<file path="config.mk">
export PLATFORM = sky130hd
export DESIGN_NAME = mbr_fifo_flat
export DESIGN_NICKNAME = d
export VERILOG_FILES = /design/src/rtl/mbr_fifo_if.sv /design/src/rtl/mbr_fifo.sv /design/src/flat_wrapper.sv
export SDC_FILE = /design/constraint.sdc
export NUM_CORES = 1
export LEC_CHECK = 0
export ABC_AREA = 1
export CAP_MARGIN = 5
export CORE_MARGIN = 4
export CORE_UTILIZATION = 49
export CTS_CLUSTER_SIZE = 24
export DETAILED_ROUTE_END_ITERATION = 10
export PLACE_DENSITY_LB_ADDON = 0.3
export REMOVE_ABC_BUFFERS = 1
export SLEW_MARGIN = 0
export SYNTH_ARGS = -nofsm -noshare
export SYNTH_HDL_FRONTEND = slang
export SYNTH_SLANG_ARGS = --single-unit
</file>
<file path="constraint.sdc">
create_clock -name clk -period 3.2 [get_ports clk]
set_clock_uncertainty 0.05 [all_clocks]
set_input_delay 0.64 -clock clk [delete_from_list [all_inputs] [get_ports clk]]
set_output_delay 0.64 -clock clk [all_outputs]
set_load 0.02 [all_outputs]
</file>
<file path="src/rtl/mbr_fifo_if.sv">
// Bus bundle between the mbr_fifo prefetch buffer and its surroundings:
// the memory fetch/store handshakes and the internal bus read/write ports.
interface mbr_fifo_if #(
  parameter int DATA_W = 8,
  parameter int BUS_W  = 16
);
  logic              fetch;
  logic              flush;
  logic [DATA_W-1:0] in_bus;
  logic              mem_valid;
  logic              mem_req;
  logic              Read;
  logic [BUS_W-1:0]  out_bus;
  logic              out_valid;
  logic [DATA_W-1:0] AR_PC_MBR;
  logic              Write;
  logic [BUS_W-1:0]  cpu_bus;
  logic [DATA_W-1:0] mem_wdata;
  logic              mem_we;
  logic              mem_ack;
  logic              wr_busy;
  logic              full;
  logic              empty;
  logic              underflow;

  modport master (
    output fetch, flush, in_bus, mem_valid, Read, Write, cpu_bus, mem_ack,
    input  mem_req, out_bus, out_valid, AR_PC_MBR, mem_wdata, mem_we,
           wr_busy, full, empty, underflow
  );

  modport slave (
    input  fetch, flush, in_bus, mem_valid, Read, Write, cpu_bus, mem_ack,
    output mem_req, out_bus, out_valid, AR_PC_MBR, mem_wdata, mem_we,
           wr_busy, full, empty, underflow
  );
endinterface

</file>
<file path="src/rtl/mbr_fifo.sv">
// Memory buffer register with a DEPTH-entry prefetch queue. Fetches are
// counted as pending until memory returns them; full counts in-flight words
// so a return always has a free slot. A separate single-entry store path
// holds write-back data until memory acknowledges it.
module mbr_fifo #(
  parameter int DATA_W = 8,
  parameter int BUS_W  = 16,
  parameter int DEPTH  = 4
) (
  input logic       clk,
  input logic       reset,
  mbr_fifo_if.slave bus
);
  localparam int PTR_W = $clog2(DEPTH);
  localparam int CNT_W = PTR_W + 1;

  logic [DATA_W-1:0] queue_mem [DEPTH];
  logic [PTR_W-1:0]  wr_ptr, rd_ptr;
  logic [CNT_W-1:0]  count, pending, count_nxt, pending_nxt;
  logic              issue, push, pop, full_c;

  logic [BUS_W-1:0]  out_bus_q;
  logic              out_valid_q;
  logic [DATA_W-1:0] ar_pc_q;
  logic              mem_req_q;
  logic              underflow_q;
  logic [DATA_W-1:0] mem_wdata_q;
  logic              mem_we_q;

  // Only the low DATA_W bits of cpu_bus are stored; the rest is don't-care.
  logic unused_cpu_bus;
  assign unused_cpu_bus = ^bus.cpu_bus;

  assign full_c = ({1'b0, count} + {1'b0, pending}) == (CNT_W + 1)'(DEPTH);
  assign issue  = bus.fetch && !full_c && !bus.flush;
  assign push   = bus.mem_valid && (pending != '0) && !bus.flush;
  assign pop    = bus.Read && (count != '0) && !bus.flush;

  // Next occupancy and in-flight counts from simultaneous push/pop/issue.
  always_comb begin
    count_nxt   = count;
    pending_nxt = pending;
    case ({push, pop})
      2'b10:   count_nxt = count + CNT_W'(1);
      2'b01:   count_nxt = count - CNT_W'(1);
      default: count_nxt = count;
    endcase
    case ({issue, push})
      2'b10:   pending_nxt = pending + CNT_W'(1);
      2'b01:   pending_nxt = pending - CNT_W'(1);
      default: pending_nxt = pending;
    endcase
  end

  // Queue storage; contents are only meaningful below count, so no reset.
  always_ff @(posedge clk) begin
    if (!reset && push)
      queue_mem[wr_ptr] <= bus.in_bus;
  end

  // Queue control, read port and sticky underflow.
  always_ff @(posedge clk) begin
    if (reset) begin
      count       <= '0;
      pending     <= '0;
      wr_ptr      <= '0;
      rd_ptr      <= '0;
      mem_req_q   <= 1'b0;
      out_bus_q   <= '0;
      out_valid_q <= 1'b0;
      ar_pc_q     <= '0;
      underflow_q <= 1'b0;
    end else begin
      out_bus_q   <= '0;
      out_valid_q <= 1'b0;
      if (bus.flush) begin
        count     <= '0;
        pending   <= '0;
        wr_ptr    <= '0;
        rd_ptr    <= '0;
        mem_req_q <= 1'b0;
      end else begin
        count     <= count_nxt;
        pending   <= pending_nxt;
        mem_req_q <= (pending_nxt != '0);
        if (push) begin
          wr_ptr  <= wr_ptr + PTR_W'(1);
          ar_pc_q <= bus.in_bus;
        end
        if (pop) begin
          rd_ptr      <= rd_ptr + PTR_W'(1);
          out_bus_q   <= BUS_W'(queue_mem[rd_ptr]);
          out_valid_q <= 1'b1;
        end else if (bus.Read) begin
          underflow_q <= 1'b1;
        end
      end
    end
  end

  // Store path: capture one word, hold it until memory acknowledges.
  always_ff @(posedge clk) begin
    if (reset) begin
      mem_we_q    <= 1'b0;
      mem_wdata_q <= '0;
    end else if (mem_we_q) begin
      if (bus.mem_ack)
        mem_we_q <= 1'b0;
    end else if (bus.Write) begin
      mem_wdata_q <= bus.cpu_bus[DATA_W-1:0];
      mem_we_q    <= 1'b1;
    end
  end

  assign bus.mem_req   = mem_req_q;
  assign bus.out_bus   = out_bus_q;
  assign bus.out_valid = out_valid_q;
  assign bus.AR_PC_MBR = ar_pc_q;
  assign bus.mem_wdata = mem_wdata_q;
  assign bus.mem_we    = mem_we_q;
  assign bus.wr_busy   = mem_we_q;
  assign bus.full      = full_c;
  assign bus.empty     = (count == '0);
  assign bus.underflow = underflow_q;
endmodule

</file>
<file path="src/flat_wrapper.sv">
// flat-port wrapper written by rule: the top's interface ports become plain ports
module mbr_fifo_flat 
#(
  parameter int DATA_W = 8,
  parameter int BUS_W  = 16,
  parameter int DEPTH  = 4
)
  (clk, reset, bus_fetch, bus_flush, bus_in_bus, bus_mem_valid, bus_Read, bus_Write, bus_cpu_bus, bus_mem_ack, bus_mem_req, bus_out_bus, bus_out_valid, bus_AR_PC_MBR, bus_mem_wdata, bus_mem_we, bus_wr_busy, bus_full, bus_empty, bus_underflow);
  mbr_fifo_if #(.DATA_W(DATA_W), .BUS_W(BUS_W)) bus_i ();
  input logic clk;
  input logic reset;
  input wire logic [$bits(bus_i.fetch)-1:0] bus_fetch;
  input wire logic [$bits(bus_i.flush)-1:0] bus_flush;
  input wire logic [$bits(bus_i.in_bus)-1:0] bus_in_bus;
  input wire logic [$bits(bus_i.mem_valid)-1:0] bus_mem_valid;
  input wire logic [$bits(bus_i.Read)-1:0] bus_Read;
  input wire logic [$bits(bus_i.Write)-1:0] bus_Write;
  input wire logic [$bits(bus_i.cpu_bus)-1:0] bus_cpu_bus;
  input wire logic [$bits(bus_i.mem_ack)-1:0] bus_mem_ack;
  output wire logic [$bits(bus_i.mem_req)-1:0] bus_mem_req;
  output wire logic [$bits(bus_i.out_bus)-1:0] bus_out_bus;
  output wire logic [$bits(bus_i.out_valid)-1:0] bus_out_valid;
  output wire logic [$bits(bus_i.AR_PC_MBR)-1:0] bus_AR_PC_MBR;
  output wire logic [$bits(bus_i.mem_wdata)-1:0] bus_mem_wdata;
  output wire logic [$bits(bus_i.mem_we)-1:0] bus_mem_we;
  output wire logic [$bits(bus_i.wr_busy)-1:0] bus_wr_busy;
  output wire logic [$bits(bus_i.full)-1:0] bus_full;
  output wire logic [$bits(bus_i.empty)-1:0] bus_empty;
  output wire logic [$bits(bus_i.underflow)-1:0] bus_underflow;
  assign bus_i.fetch = bus_fetch;
  assign bus_i.flush = bus_flush;
  assign bus_i.in_bus = bus_in_bus;
  assign bus_i.mem_valid = bus_mem_valid;
  assign bus_i.Read = bus_Read;
  assign bus_i.Write = bus_Write;
  assign bus_i.cpu_bus = bus_cpu_bus;
  assign bus_i.mem_ack = bus_mem_ack;
  assign bus_mem_req = bus_i.mem_req;
  assign bus_out_bus = bus_i.out_bus;
  assign bus_out_valid = bus_i.out_valid;
  assign bus_AR_PC_MBR = bus_i.AR_PC_MBR;
  assign bus_mem_wdata = bus_i.mem_wdata;
  assign bus_mem_we = bus_i.mem_we;
  assign bus_wr_busy = bus_i.wr_busy;
  assign bus_full = bus_i.full;
  assign bus_empty = bus_i.empty;
  assign bus_underflow = bus_i.underflow;
  mbr_fifo #(.DATA_W(DATA_W), .BUS_W(BUS_W), .DEPTH(DEPTH)) u_core (.clk(clk), .reset(reset), .bus(bus_i));
endmodule
</file>
; ---- Word level (Yosys, flattened, before mapping)
; Memory sizes are Yosys's and may differ from the RTL's. A register that Yosys moved wholly into a read port is not among the register bits.
; Index checks and enable logic that the tools add are counted.
; Widths: inputs -> output; s select.
[word_totals]
register_bits = 38
n_memories = 1
ram_bits = 32
elab_cells = 55
[op_classes]
bitwise = 3
reduce_logical = 20
addsub = 7
mux = 8
n_eq_ne = 5
[memory_table]
columns = memory, words, word_bits, rd, rd_ports_with_merged_regs, wr, line_no
row1 = u_core.queue_mem, 4, 8, 1, 1, 1, mbr_fifo.sv:17  ; logic [DATA_W-1:0] queue_mem [DEPTH];
[op_table]
columns = cell, count
row1 = $pmux 3 s2, 2
row2 = $reduce_bool 3->1, 3
row3 = $logic_and 1x1->1, 7
row4 = $add 3x1->3 const B, 2
row5 = $mux 1, 6
row6 = $sub 3x1->3 const B, 2
row7 = $add 2x1->2 const B, 2
row8 = $add 3x3->4, 1
row9 = $eq 2x1->1 const B, 2
row10 = $eq 2x2->1 const B, 2
row11 = $eq 4x3->1 const B, 1
row12 = $reduce_and 2->1, 2
row13 = $logic_not 1->1, 3
row14 = $logic_not 3->1, 1
row15 = $not 1->1, 3
row16 = $reduce_and 3->1, 1
row17 = $reduce_or 3->1, 1
row18 = $reduce_bool 2->1, 1
row19 = $reduce_or 2->1, 1

; ---- Logic depth before layout (Yosys ltp)
; Gate-level depths: netlist of run 1.
[logic_depth]
ltp_word = 8
depth_mapped = 16
ltp_nobuf = 16

; ---- Worst setup path before layout of run 1
; Ideal clock, no wire load.
[synth_timing]
path_type = register to register
start = register u_core.pending[0]
end = register u_core.mem_req_q (netlist: u_core.bus.mem_req)
path_slack_ps = 733
synth_period_minus_slack_ps = 2467
arrival_time_ps = 2302
stages_incl_launch_ff = 16
setup_time_ps = 115
required_time_ps = 3035
path_cell_list = dfxtp_1 ha_1 inv_1 fa_1 inv_1 nor2_1 nand4_1 nand2_1 ha_1 inv_1 fa_1 nand2_1 o21ai_0 nor2_1 nor2_1 nand2_1
[synth_between]
elab_chain_len = 8
word_cells_on_any_way = 14
cone_classes = add/sub: 3 / eq/ne: 3 / mux: 1 / reduce/logical: 7
[synth_lines]
columns = element, line_no
row1 = start: declaration, mbr_fifo.sv:19  ; logic [CNT_W-1:0] count, pending, count_nxt, pending_nxt;
row2 = start signal: assignment, mbr_fifo.sv:84  ; pending <= pending_nxt;
row3 = $add 3x3->4, mbr_fifo.sv:34  ; assign full_c = ({1'b0, count} + {1'b0, pending}) == (CNT_W + 1)'(DEPTH);
row4 = $eq 4x3->1, mbr_fifo.sv:34
row5 = $logic_not 1->1, mbr_fifo.sv:35  ; assign issue = bus.fetch && !full_c && !bus.flush;
row6 = $logic_and 1x1->1 (2 in a row), mbr_fifo.sv:35
row7 = $eq 2x1->1 or $eq 2x2->1 (tied branches), mbr_fifo.sv:48  ; case ({issue, push})
row8 = $pmux 3 s2 *, mbr_fifo.sv:48
row9 = $reduce_bool 3->1 *, mbr_fifo.sv:85  ; mem_req_q <= (pending_nxt != '0);
row10 = end signal: assignment, mbr_fifo.sv:85
row11 = end: declaration, mbr_fifo.sv:25  ; logic mem_req_q;
; Mark *: on every way between the ends. The rest lies on a longest branch, timed or not.
; A chain may end at the register's enable or synchronous reset.

; ---- Final worst setup path of run 1
[layout_timing]
start = register u_core.pending[0]
end = output bus_full
[layout_between]
elab_chain_len = 2
[layout_lines]
columns = element, line_no
row1 = $add 3x3->4, mbr_fifo.sv:34
row2 = $eq 4x3->1, mbr_fifo.sv:34
row3 = end: declaration, flat_wrapper.sv:27  ; output wire logic [$bits(bus_i.full)-1:0] bus_full;
; Every way passes these cells.

==> impl.org, run 1 <==
** Place
- Summed over all nets, the half-perimeter wirelength after detailed placement is 4040 microns.
- At the placement stage, the worst setup path has a slack of 267 ps.
- Last weighted congestion value of the routability-driven placer :: 0.756
- Number of buffers added on ports :: 54
- Summing all placed instances gives a cell area of about 3500 sq um.

** Run
- Number of max-cap violations :: 0

** Route
- Total routed wirelength :: 5860 microns
- Detail-routed net length per standard cell :: 13.2 microns
- Number of detailed-routing iterations run before antenna repair :: 4
- In this run the remaining antenna-violating nets after routing total 0.
- Vias after detailed routing :: 2157
- Post-DR vias/cell :: 4.85
- Number of DRC violations after detailed routing :: 0
- The first routing iteration left roughly 200 violations.

** Status
- The run finished with clean final reports.

** Final layout
- The layout has 500 filler cells.
- After routing the design area is 3730 sq um.
- Area used by multi-input combinational logic :: 995 sq um
- Leading cell type in the layout, fill and taps excluded :: sky130_fd_sc_hd__nor2_1
- Number of diodes :: 0
- In the final design database the tool counted ~410 nets.
- Cells with a size suffix above 1 make up 10.0% of the layout.
- FF+latch area :: 1720 sq um
- From synthesis to final layout, the design area changed by 26.1%.
- Most frequent cells in the layout :: sky130_fd_sc_hd__nor2_1, sky130_fd_sc_hd__clkdlybuf4s50_1, sky130_fd_sc_hd__dfxtp_1

** Floorplan
- Std cell rows :: 28
- Top Ports :: 71
- Core region area :: 5890 sq um
- Starting utilization of the core area :: 50.2%
- The die is between 80 and 90 microns tall.
- Full die area :: 7340 sq um
- Die width :: 85.7 microns

** STA
- The number of hold violations in the final report is 0.
- Min Hold Slack :: 429 ps
- Counting I/O delays and the setup requirement, the final critical path takes between 3000 and 4000 ps.
- Setup repair after global routing left no endpoint under its margin.
- For the pin with the worst max-slew slack, the measured transition is 671 ps.
- The count of pins over their slew limit is 0.
- Static timing analysis puts the maximum clock frequency at 0.331 GHz.
- Setup violations remaining at the end of the flow were counted as 0.
- After layout, the worst path uses between 90% and 100% of the clock period.
- Worst-case setup margin in the final layout :: ~180 ps
- Adding up every negative setup slack in the final design gives 0 ps.
- Measured against its own limit, the worst slew margin works out to 55.2%.

** Logic synthesis
- Synthesis produced a netlist whose cell count is 305.
- During synthesis, Yosys emitted a total of 0 warnings.
- Counting flops and latches in the post-synthesis netlist gives 70.
- Sequential share of the synthesized area :: 58.3%
- Synthesis instantiated 25 different standard cells from the library.
- Avg Inst Size Synth :: about 9.7 sq um
- The cell area that synthesis handed to floorplanning was 2960 sq um.

** Worst hold path
- The tightest min-delay check is of the reg2reg type.

** Clocking
- Buffers added to address setup during post-CTS repair amount to 0.
- In this run the deepest clock path goes through 2 buffers.
- CTS tree :: built
- The tree is rooted in a sky130_fd_sc_hd__clkbuf_8.
- H-Tree Depth :: 3
- Clk slew on worst S/H paths :: around 70 ps
- CTS saw 70 sinks.
- Hold buffer count at CTS :: 0
- Insertion delay of the later-clocked pin in the worst-skew pair :: 340 ps
- Post_cts resized :: 0
- Number of buffers added by the clock tree synthesis step :: 9

** Critical path
- R2r setup slk :: 490 ps
- CP Data Required Time :: roughly 2500 ps
- Critical path class :: reg2out
- STA classifies the critical path startpoint as a flop.
- Of all nets on the critical path, the largest fanout is 3.
- Arrival time of the worst setup path :: 2330 ps
- Endpoint class of the critical path :: primary output

** Power
- Total power consumption of the routed design :: 1.82 mW
- Leakage dissipation :: about 1.5 nW
- Maximum VDD drop :: 299 uV
- Total power density per cell area :: 488 nW/um^2

** Global routing
- Overflow left after global routing :: 0
- Largest net degree at the start of global routing :: 20
- In the global route stage, overall resource usage came out at 17.6%.
- Number of antenna violations at the first check in global routing :: 0
- The via count of the first global-routing pass came to 2151.
- The first global-routing pass estimated 9920 microns of wire.
==> final timing paths <==
| kind | from | cells past startpoint | endpoint |
|---|---|---|---|
| setup / recovery | u_core.pending[0] | 8 | bus_full |
| setup reg to reg | u_core.pending[0] | 15 | u_core.bus.mem_req |
| hold reg to reg | u_core.bus.underflow | 2 | u_core.bus.underflow |
| hold / removal | u_core.bus.underflow | 2 | u_core.bus.underflow |
==> power by group <==
| part | switching, mW | total [mW] | internal, mW | leakage (nW) |
|---|---|---|---|---|
| combinational | 0.0880 | 0.158 | 0.0705 | 0.805 |
| clock | 0.326 | 0.699 | 0.374 | 0.0974 |
| sequential | 0.00996 | 0.961 | 0.951 | 0.597 |
==> cell type report <==
class / instances / share of cell area [%]
repair buffers: 59 / 15.5
multi-input cells: 190 / 26.7
well taps: 75 / 2.52
clock buffers: 13 / 4.84
clock inverters: 3 / 0.638
flip-flops and latches: 70 / 46.2
inverters: 35 / 3.59
==> kinds of logic after synthesis <==
kind of cell	after synthesis	synth area share, %
flops	70	58.3
simple gates	119	18.0
buf+inv	52	8.98
compound gates	51	8.76
fa+ha+maj	12	5.84
other cells	1	0.127
==> layer usage <==
metal / share of wire [%] / vias up / routed length, microns / track usage (%)
li1: - / 1093 / - / -
met1: 41 / 975 / 2380 / 20.8
met2: 48 / 83 / 2840 / 29.9
met3: 9.8 / 6 / 574 / 6.63
met4: 1.1 / 0 / 63 / 5.32
met5: 0 / - / 0 / 0
==> critical path, stage by stage (launching register included) <==
cell                              delay, ps
sky130_fd_sc_hd__dfxtp_1                370
sky130_fd_sc_hd__ha_1                   180
sky130_fd_sc_hd__inv_1                   50
sky130_fd_sc_hd__fa_1                   470
sky130_fd_sc_hd__inv_1                   40
sky130_fd_sc_hd__nor2_1                  80
sky130_fd_sc_hd__nand4_1                130
sky130_fd_sc_hd__inv_1                   70
sky130_fd_sc_hd__clkdlybuf4s50_1        590
==> registers in the layout (all words and copies together) (netlist names) <==
signal                flops
u_core.wr_ptr             2
u_core.bus.out_valid      1
u_core.bus.mem_we         1
u_core.bus.mem_req        1
u_core.rd_ptr             2
u_core.pending            3
u_core.bus.mem_wdata      8
u_core.bus.underflow      1
u_core.count              3
u_core.bus.AR_PC_MBR      8
u_core.bus.out_bus        8
u_core.queue_mem         32
==> cells in the mapped netlist <==
cell type,n,area [sq um]
sky130_fd_sc_hd__nor2_1,77,289
sky130_fd_sc_hd__dfxtp_1,38,761
sky130_fd_sc_hd__edfxtp_1,32,961
sky130_fd_sc_hd__inv_1,28,105
sky130_fd_sc_hd__o21ai_0,24,120
sky130_fd_sc_hd__nand2_1,22,82.6
sky130_fd_sc_hd__a21oi_1,13,65.1
sky130_fd_sc_hd__o21ai_1,13,65.1
sky130_fd_sc_hd__buf_4,11,82.6
sky130_fd_sc_hd__ha_1,9,113
sky130_fd_sc_hd__nand3_1,7,35.0
sky130_fd_sc_hd__inv_2,4,15.0
sky130_fd_sc_hd__nor3b_2,4,50.1
sky130_fd_sc_hd__buf_2,3,15.0
sky130_fd_sc_hd__buf_6,3,33.8
sky130_fd_sc_hd__fa_1,3,60.1
sky130_fd_sc_hd__clkinv_1,2,7.51
sky130_fd_sc_hd__nand2_4,2,22.5
sky130_fd_sc_hd__nand4_1,2,12.5
sky130_fd_sc_hd__nor2_2,2,12.5
sky130_fd_sc_hd__nor2_4,2,22.5
sky130_fd_sc_hd__a21oi_2,1,8.76
sky130_fd_sc_hd__conb_1,1,3.75
sky130_fd_sc_hd__inv_4,1,6.26
sky130_fd_sc_hd__nand2_2,1,6.26
==> per-stage QoR <==
stage	std cells	util (%)
after floorplan	295	-
after global placement	429	59.8
after detailed placement	429	59.8
after CTS	445	63.3
after global routing	445	63.3
final	445	63.3
Note: power is estimated with default switching activity, not from simulation.
==> run 2: changes to the inputs <==
CORE_UTILIZATION = 33   (was 49)
==> impl.org, run 2 (synthesis results as in run 1) <==
** Clocking
- The number of hold buffers added after cts came to 0 (unchanged).
- Post_cts resized :: 0 (unchanged)
- Root Driver :: sky130_fd_sc_hd__clkbuf_8 (unchanged)
- H-Tree Depth :: 3 (unchanged)
- The TritonCTS clock tree was built (unchanged).
- Clk slew on worst S/H paths :: 70 ps (about the same)
- The clock latency on the worst-skew pair was 330 ps (was 340 ps).
- The number of buffers added by the clock tree synthesis step came to 9 (unchanged).
- The post-CTS setup-driven buffer insertion count came to 0 (unchanged).
- The clock net sink count is 70 (unchanged).
- Buffer levels on the longest clock path :: 2 (unchanged)

** Place
- Number of buffers added on ports :: 54 (unchanged)
- Dpl cell area :: 3560 sq um (was 3520 sq um)
- Last weighted congestion value of the routability-driven placer :: 0.788 (was 0.756)
- Placed Cells :: 462 (was 429)
- Final HPWL from detailed placement :: 4250 microns (was 4040 microns)

** Critical path
- The start-to-end type of the worst setup path is reg2out (unchanged).
- Cell type with the highest occurrence count on the critical path :: sky130_fd_sc_hd__inv_1 (unchanged)
- CP cell instances: ha_1, inv_1, fa_1, inv_1, nor2_1, nand4_1, inv_1, clkdlybuf4s50_1 (unchanged).
- The launching point of the worst reg2reg path was u_core.pending[0] (unchanged).
- The highest-delay cell along the critical path is sky130_fd_sc_hd__clkdlybuf4s50_1 (unchanged).
- Kind of cell with the highest combined delay on the critical path :: buffers and inverters (unchanged)
- Endpoint class of the critical path :: primary output (unchanged)
- Reg-to-reg endpoint :: u_core.bus.mem_req (unchanged)
- Logic depth of the worst path, buffers included :: 8 (unchanged)
- The critical path's largest stage delay was 600 ps (was 590 ps).
- The required time at the worst-slack endpoint was 2510 ps (about the same).
- Arrival time of the worst setup path :: 2350 ps (was 2330 ps)
- Largest driver fanout on the critical path :: 3 (unchanged)
- The worst reg-to-reg path cell count is 15 (unchanged).
- Worst Path Buf+Inv :: 4 (unchanged)
- Type of origin of the critical path :: flop (unchanged)
- R2r setup slk :: 490 ps (about the same)

** Power
- The share of total power in combinational logic was 8.4% (was 8.7%).
- Sw power :: 0.432 mW (was 0.423 mW)
- The sequential fraction of design power was 50.8% (was 52.8%).
- Maximum VDD drop :: 224 uV (was 299 uV)
- Clock network fraction of total power :: 40.8% (was 38.5%)
- Leakage dissipation :: 1.51 nW (was 1.50 nW)
- The cell-internal power came to 1.46 mW (was 1.40 mW).
- Sw Ratio :: 22.8% (was 23.3%)
- Total power density per cell area :: 501 nW/um^2 (was 488 nW/um^2)

** Worst hold path
- The start point of the worst hold path is u_core.bus.underflow (unchanged).
- Worst min-delay path category :: reg2reg (unchanged)
- The worst hold path depth was 2 (unchanged).
- Min-Delay Endpoint :: u_core.bus.underflow (unchanged)

** Floorplan
- The width of the chip was 103 microns (was 85.7 microns).
- Starting utilization of the core area :: 33.9% (was 50.2%)
- The die height was 103 microns (was 85.7 microns).
- Top Ports :: 71 (unchanged)
- The total die area came to 10500 sq um (was 7340 sq um).
- The floorplan row count is 34 (was 28).
- Core region area :: 8720 sq um (was 5890 sq um)

** Global routing
- Largest net degree at the start of global routing :: 20 (unchanged)
- The combined global-route utilization of all metal layers is 12.5% (was 17.6%).
- Overflow left after global routing :: 0 (unchanged)
- Number of antenna violations at the first check in global routing :: 0 (unchanged)
- The via count of the first global-routing pass was 2082 (was 2151).
- The wire length of the first global-routing pass is 9980 microns (was 9920 microns).

** Route
- Number of DRC markers after the initial detailed-route iteration :: 70 (was 203)
- The DRC violations left came to 0 (unchanged).
- The vias per cell came to 4.43 (was 4.85).
- Total routed wirelength :: 6170 microns (was 5860 microns)
- Number of detailed-routing iterations run before antenna repair :: 6 (was 4)
- Detail-routed net length per standard cell :: 12.9 microns (was 13.2 microns)
- Count of antenna-violating nets left after detailed routing :: 0 (unchanged)
- The count of vias placed by the detailed router came to 2119 (was 2157).

** STA
- The count of pins over their slew limit is 0 (unchanged).
- The highest clock rate was 0.329 GHz (was 0.331 GHz).
- The number of hold violations in the final report is 0 (unchanged).
- The worst hold slack across all endpoints came to 437 ps (was 429 ps).
- The shortest period the worst path allows came to 3040 ps (was 3020 ps).
- The final-report setup violation count was 0 (unchanged).
- RSZ-0062 raised after global routing :: no (unchanged)
- The part of the cycle the worst path needs came to 94.9% (was 94.4%).
- The slew at the pin with the worst max-slew slack is 674 ps (was 671 ps).
- The worst max-slew margin expressed relative to the limit came to 55.0% (was 55.2%).
- The accumulated negative setup slack was 0 ps (unchanged).

** Final layout
- The number of cells in the finished layout apart from fillers was 478 (was 445).
- The net total in the final layout was 409 (unchanged).
- Most frequent cells in the layout: sky130_fd_sc_hd__nor2_1, sky130_fd_sc_hd__clkdlybuf4s50_1, sky130_fd_sc_hd__dfxtp_1 (unchanged).
- Register with the highest flop count :: u_core.queue_mem (unchanged)
- Number of diodes :: 0 (unchanged)
- The relative area change from synthesis to final layout is 27.9% (was 26.1%).
- The flip-flop count of the largest register after layout came to 32 (unchanged).
- Leading cell type in the layout, fill and taps excluded :: sky130_fd_sc_hd__nor2_1 (unchanged)
- Share of cells above drive strength 1 :: 10.0% (unchanged)
- Finished layout cell area :: 3780 sq um (was 3730 sq um)

** Run
- Number of max-cap violations :: 0 (unchanged)

** Status
- Run status :: completed (unchanged)
run 2: changes by cell type in the layout (fill, tap and decap cells not counted):
cell,delta
sky130_fd_sc_hd__bufinv_16,+2
sky130_fd_sc_hd__clkbuf_16,-1
sky130_fd_sc_hd__clkinv_2,+2
sky130_fd_sc_hd__inv_6,-1
sky130_fd_sc_hd__clkinv_4,+2
sky130_fd_sc_hd__clkinvlp_4,-2
sky130_fd_sc_hd__clkbuf_8,-2
run 2: worst min-delay path, stage by stage (launching register included):
cell                      delay [ps]
sky130_fd_sc_hd__dfxtp_1         340
sky130_fd_sc_hd__a21oi_1          40
sky130_fd_sc_hd__nor2_1           70
run 2: metal layers:
metal  wire (microns)  up-vias  global-route usage (%)
met5                0        -                       0
met4              125        0                    6.46
met3              433       10                    3.72
met2             2890       63                    20.1
met1             2730      958                    15.2
li1                 -     1088                       -
run 2: power groups by stage:
stage	sequential (mW)	combinational [mW]	clock, mW
after floorplan	1.00	0.0568	0
after global placement	0.981	0.158	0
after detailed placement	0.981	0.161	0
after CTS	0.961	0.162	0.799
after global routing	0.964	0.175	0.831
final	0.961	0.159	0.773
run 2: metrics by stage:
stage	setup WS [ps]	util, %	power, mW
after floorplan	733	-	1.06
after global placement	282	40.9	1.14
after detailed placement	265	40.9	1.14
after CTS	107	43.3	1.92
after global routing	16.2	43.3	1.97
final	162	43.3	1.89
run 2: worst max path at each step:
stage | slack (ps) | to | from
2_1_floorplan | 730 | u_core.bus.mem_req | u_core.pending[0]
3_3_place_gp | 280 | u_core.bus.mem_req | bus_flush
3_5_place_dp | 260 | u_core.bus.mem_req | bus_flush
4_1_cts | 110 | bus_full | u_core.pending[0]
5_1_grt | 20 | bus_full | u_core.pending[0]
6_report | 160 | bus_full | u_core.pending[0]
run 2: area by class of cell:
type	count	area, sq um
timing repair buffer	59	578
multi-input combinational	190	995
sequential	70	1720
tap	108	135
clock buffer	10	128
inverter	35	134
clock inverter	6	87.6
fill	837	4940
==> run 3: changes to the inputs <==
TNS_END_PERCENT = 100   (was not set)
==> results of run 3 <==
No change in the layout: final DEF, timing and power equal those of run 2.
